## src/rtl/status_flag_unit.sv

```systemverilog
// status_flag_unit: NZCV status register producer.
// Computes flags from the EX-stage ALU result, holds the architectural
// status register, and tracks in-flight flag-setting instructions so that
// conditional instructions in ID can stall until their flags are committed.
module status_flag_unit #(
    parameter int MAX_PENDING = 3
) (
    input  logic        clk,
    input  logic        rst,
    input  logic        ex_valid,
    input  logic        ex_s,
    input  logic [3:0]  ex_alu_cmd,
    input  logic [31:0] ex_op_a,
    input  logic [31:0] ex_op_b,
    input  logic [31:0] ex_result,
    input  logic        ex_cout,
    input  logic        stall,
    input  logic        flush,
    input  logic        wr_en,
    input  logic [3:0]  wr_data,
    input  logic        id_issue_s,
    input  logic        id_needs_flags,
    output logic [3:0]  status,
    output logic        flag_hazard,
    output logic        issue_full
);

    localparam int CW = $clog2(MAX_PENDING + 1);
    localparam logic [CW-1:0] MAX_CNT = CW'(MAX_PENDING);

    localparam logic [3:0] CMD_ADD = 4'b0010;
    localparam logic [3:0] CMD_ADC = 4'b0011;
    localparam logic [3:0] CMD_SUB = 4'b0100;
    localparam logic [3:0] CMD_SBC = 4'b0101;

    logic [3:0]    status_reg, status_next;
    logic [CW-1:0] count_reg, count_next;

    logic          update;
    logic          is_add, is_sub;
    logic          flag_n, flag_z, flag_c, flag_v;
    logic          inc, dec;

    assign update = ex_valid & ex_s & ~stall & ~flush;
    assign is_add = (ex_alu_cmd == CMD_ADD) | (ex_alu_cmd == CMD_ADC);
    assign is_sub = (ex_alu_cmd == CMD_SUB) | (ex_alu_cmd == CMD_SBC);

    // Flag computation; logical/move commands keep C and V from the register
    always_comb begin
        flag_n = ex_result[31];
        flag_z = (ex_result == 32'd0);
        flag_c = status_reg[1];
        flag_v = status_reg[0];
        if (is_add) begin
            flag_c = ex_cout;
            flag_v = (ex_op_a[31] == ex_op_b[31]) & (ex_result[31] != ex_op_a[31]);
        end else if (is_sub) begin
            flag_c = ex_cout;
            flag_v = (ex_op_a[31] != ex_op_b[31]) & (ex_result[31] != ex_op_a[31]);
        end
    end

    // Status next-state: direct write beats an EX update; stall freezes both
    always_comb begin
        status_next = status_reg;
        if (wr_en && !stall) begin
            status_next = wr_data;
        end else if (update) begin
            status_next = {flag_n, flag_z, flag_c, flag_v};
        end
    end

    assign inc = id_issue_s & ~issue_full;
    assign dec = update & (count_reg != '0);

    // Scoreboard next-state: flush squashes everything in flight, stall holds
    always_comb begin
        count_next = count_reg;
        if (flush) begin
            count_next = '0;
        end else if (!stall) begin
            if (inc && !dec) begin
                count_next = count_reg + 1'b1;
            end else if (dec && !inc) begin
                count_next = count_reg - 1'b1;
            end
        end
    end

    // State registers with synchronous reset
    always_ff @(posedge clk) begin
        if (rst) begin
            status_reg <= 4'b0000;
            count_reg  <= '0;
        end else begin
            status_reg <= status_next;
            count_reg  <= count_next;
        end
    end

    assign status      = status_reg;
    assign issue_full  = (count_reg == MAX_CNT);
    assign flag_hazard = id_needs_flags & (count_reg != '0);

endmodule

```

## config.mk

```make
export PLATFORM = sky130hd
export DESIGN_NAME = status_flag_unit
export DESIGN_NICKNAME = d
export VERILOG_FILES = /design/src/rtl/status_flag_unit.sv
export SDC_FILE = /design/constraint.sdc
export NUM_CORES = 1
export LEC_CHECK = 0
export CAP_MARGIN = 0
export CORE_UTILIZATION = 17
export DETAILED_ROUTE_END_ITERATION = 7
export PLACE_DENSITY = 0.89
export SLEW_MARGIN = 10
export SYNTH_ARGS = -nofsm -noshare
export SYNTH_HDL_FRONTEND = slang
export SYNTH_SLANG_ARGS = --single-unit
```

## constraint.sdc

```tcl
create_clock -name clk -period 3.16 [get_ports clk]
set_input_delay 0.79 -clock clk [delete_from_list [all_inputs] [get_ports clk]]
set_output_delay 0.79 -clock clk [all_outputs]
set_load 0.03 [all_outputs]
```

==> flow_summary.toml <==
[worst_setup_path]
critPathSlowestCell = "clkdlybuf4s50_1"
crit_top_cell = "clkdlybuf4s50_1"
path_buf_inv = 2
worstPathCellList = "clkdlybuf4s50_1 > o21a_1 > clkdlybuf4s50_1"
cp-end-kind = "output port"
worst_path_largest_cell_delay_ns = 0.67
crit_family = "buffers and inverters"
critPathKind = "in -> out"
start_kind = "primary input"
cp_max_fo = 1
arrival_ns = 2.03
required_ns = 2.37

[yosys]
avgSynthCellArea_um2 = 8.372
synth_top_family_by_area = "simple AND/OR/NAND/NOR gates"
synthTopCellsByArea = "dfxtp_1 (26%), nor4_1 (9.5%), xnor2_1 (7.6%), mux2i_1 (4.3%), nand2b_1 (4.1%)"
synth-xor-area-share_pct = 9.511
synth_nets = 170
synth_compound_area_share_pct = 10.60
synth_top_area_share_pct = 26.09
ys_ff_latch = 6
synth_fa_ha_area_share_pct = 2.717
syn_area_um2 = 460.4
synth.area.mux_share_pct = 4.348
yosys.area.top_type = "dfxtp_1"
synth_cell_types = 28
ys_warn_count = 0
yosys.area_share.simple_pct = 46.74
synth_seq_area_share_pct = 26.09
synthCells = 55

[floorplanning]
initial_utilization_pct = 18.25
dieArea_um2 = 2921
die_h_um = 54.05
die_w_um = 54.05
rows = 18
ios = 120
core-area_um2 = 2522

[sta]
finalSetupViolCount = 0
fmax_mhz = 355.0
min_period_over_period_pct = 89.14
relSlewSlack_pct = 76.26
drv_slew = 0
fin_skew_ns = 0.005980
tns_ns = 0
final_hold_viol_count = 0
grt_setup_unrepaired = "no"
holdWs_ns = 0.4793
max_slew.worst_pin.slew_ns = 0.3528
fin_ws_ns = 0.3432
period_needed_ns = 2.817

[placed_design]
place_ws_ns = 0.3477
gp_congestion = 0.6342
dp_hpwl_um = 1525
dp_cells = 142
portBuffers = 56

[clocking]
postCtsHoldBufs = 0
post_cts_resized = 0
cts_sinks = 6
clk_path_buf_depth = 2
htreeDepth = 1
cts_tree = "built"
path_clk_slew_ns = 0.04
worst_skew_pair.late_latency_ns = 0.24
cts_setup_buffers = 0
cts-buffers-inserted = 3
root_buffer = "clkbuf_4"

[layout]
largest_register_ffs = 4
antennaDiodeCount = 0
syn2layout_area_growth_pct = 136.4
final_util_pct = 43.15
nets = 232
stdcell_count = 145
fill_cells = 262
drive_gt1_share_pct = 5.217

[routing]
initialDrtViolationCount = 6
drcViolationCount = 0
ant_nets = 0
wire_per_inst_um = 11.63
wl_um = 1687
first_pass_iters = 2
vias_per_cell = 4.634
vias = 672

[global_routing]
track_usage_pct = 11.99
grt_pass1_wl_um = 2415
grt_max_degree = 9
antenna_found_initial = 0
grt_pass1_vias = 626
gr-total-overflow = 0

[power_and_ir_drop]
pwr_density_cell_nw_per_um2 = 237.6
p_leak_uw = 0.0003764
peakVddDrop_v = 0.0001388

[run_status]
status = "finished clean"

[job]
cap_violations = 0

[min_path]
min_path_type = "reg -> reg"
==> metrics by stage <==
step                instance area (um2)  power, uW
floorplan                         460.4      111.7
global placement                   1066      186.4
detailed placement                 1066      189.3
CTS                                1089      265.5
global route                       1089      275.1
finish                             1089      258.6
==> cell usage in the layout, fill, tap and decap left out <==
cell type        synthesis  routed
nor2b_1                  1       1
a31oi_1                  1       1
o21a_1                   1       1
and2b_1                  1       1
buf_4                    0       1
or4_1                    2       2
o21ai_0                  2       2
nand3b_1                 2       2
a311oi_1                 1       1
nand2_1                  4       4
nand4bb_1                1       1
xor2_1                   1       1
mux2i_1                  2       2
and2_1                   1       1
nand2b_1                 3       3
a211oi_1                 1       1
clkdlybuf4s50_1          0      56
nor4bb_1                 1       1
dfxtp_1                  6       6
nor3_1                   2       2
nor2_1                   4       4
nand3_1                  1       1
ha_1                     1       1
nor3b_1                  1       1
nand4_2                  1       1
clkbuf_4                 0       3
nand4_1                  1       1
nor4_1                   7       7
xnor2_1                  4       4
a31o_1                   1       1
nor3_2                   1       1
==> cell type report <==
cell class / instances / area, um2 / area share [%]
Clock buffer: 3 / 22.52 / 2.069
Multi-Input combinational cell: 49 / 340.3 / 31.26
Sequential cell: 6 / 120.1 / 11.03
Tap cell: 30 / 37.54 / 3.448
Timing Repair Buffer: 57 / 568.0 / 52.18
==> layer usage <==
metal / up-vias / routed length, um / track usage [%]
met5: - / 0 / 0
met4: 0 / 9 / 6.410
met3: 2 / 201 / 3.955
met2: 45 / 805 / 21.19
met1: 292 / 671 / 12.40
li1: 333 / - / -
==> worst paths after layout <==
check                                            endpoint  slack (ns)  depth (start not counted)                       from
worst min-delay path               status[3]$_SDFFE_PP0P_        0.48                          2     status[3]$_SDFFE_PP0P_
worst max register to register  count_reg[1]$_SDFFE_PP0P_        1.65                          7  count_reg[0]$_SDFFE_PP0P_
worst max-delay path                          flag_hazard        0.34                          3             id_needs_flags
worst min register to register     status[3]$_SDFFE_PP0P_        0.48                          2     status[3]$_SDFFE_PP0P_
==> cells by family (layout without fill, tap and decap cells) <==
group,Yosys count,after routing
AO/OA/AOI/OAI,7,7
multiplexers,2,2
XOR/XNOR,5,5
AND/OR/NAND/NOR,34,34
flip-flops,6,6
buffers and inverters,0,60
adder cells (fa/ha/maj),1,1
==> cell usage after synthesis <==
library cell / count
nand3_1: 1
o21a_1: 1
a211oi_1: 1
a31o_1: 1
a31oi_1: 1
nand4bb_1: 1
ha_1: 1
nand4_2: 1
nand2_1: 4
o21ai_0: 2
nor2_1: 4
and2b_1: 1
mux2i_1: 2
and2_1: 1
dfxtp_1: 6
nor2b_1: 1
nor3_2: 1
nand2b_1: 3
nor3_1: 2
nor3b_1: 1
nor4bb_1: 1
or4_1: 2
nand4_1: 1
xor2_1: 1
xnor2_1: 4
nand3b_1: 2
nor4_1: 7
a311oi_1: 1
==> worst reg2reg max path: stages, from the launching register on <==
cell     delay (ns)
dfxtp_1        0.41
and2_1         0.18
nor2b_1        0.06
ha_1           0.28
nor2_1         0.16
nand2_1        0.09
xor2_1         0.15
nor3_1         0.12
==> where the power goes <==
| group | total, uW | leakage (uW) | internal [uW] | switching [uW] |
|---|---|---|---|---|
| combinational | 105 | 0.000313 | 72.7 | 31.8 |
| clock | 71.7 | 0.0000138 | 43.0 | 28.7 |
| sequential | 82.4 | 0.0000491 | 79.8 | 2.59 |
| total | 259 | 0.000376 | 196 | 63.0 |
Power figures use the tool's default switching activity.
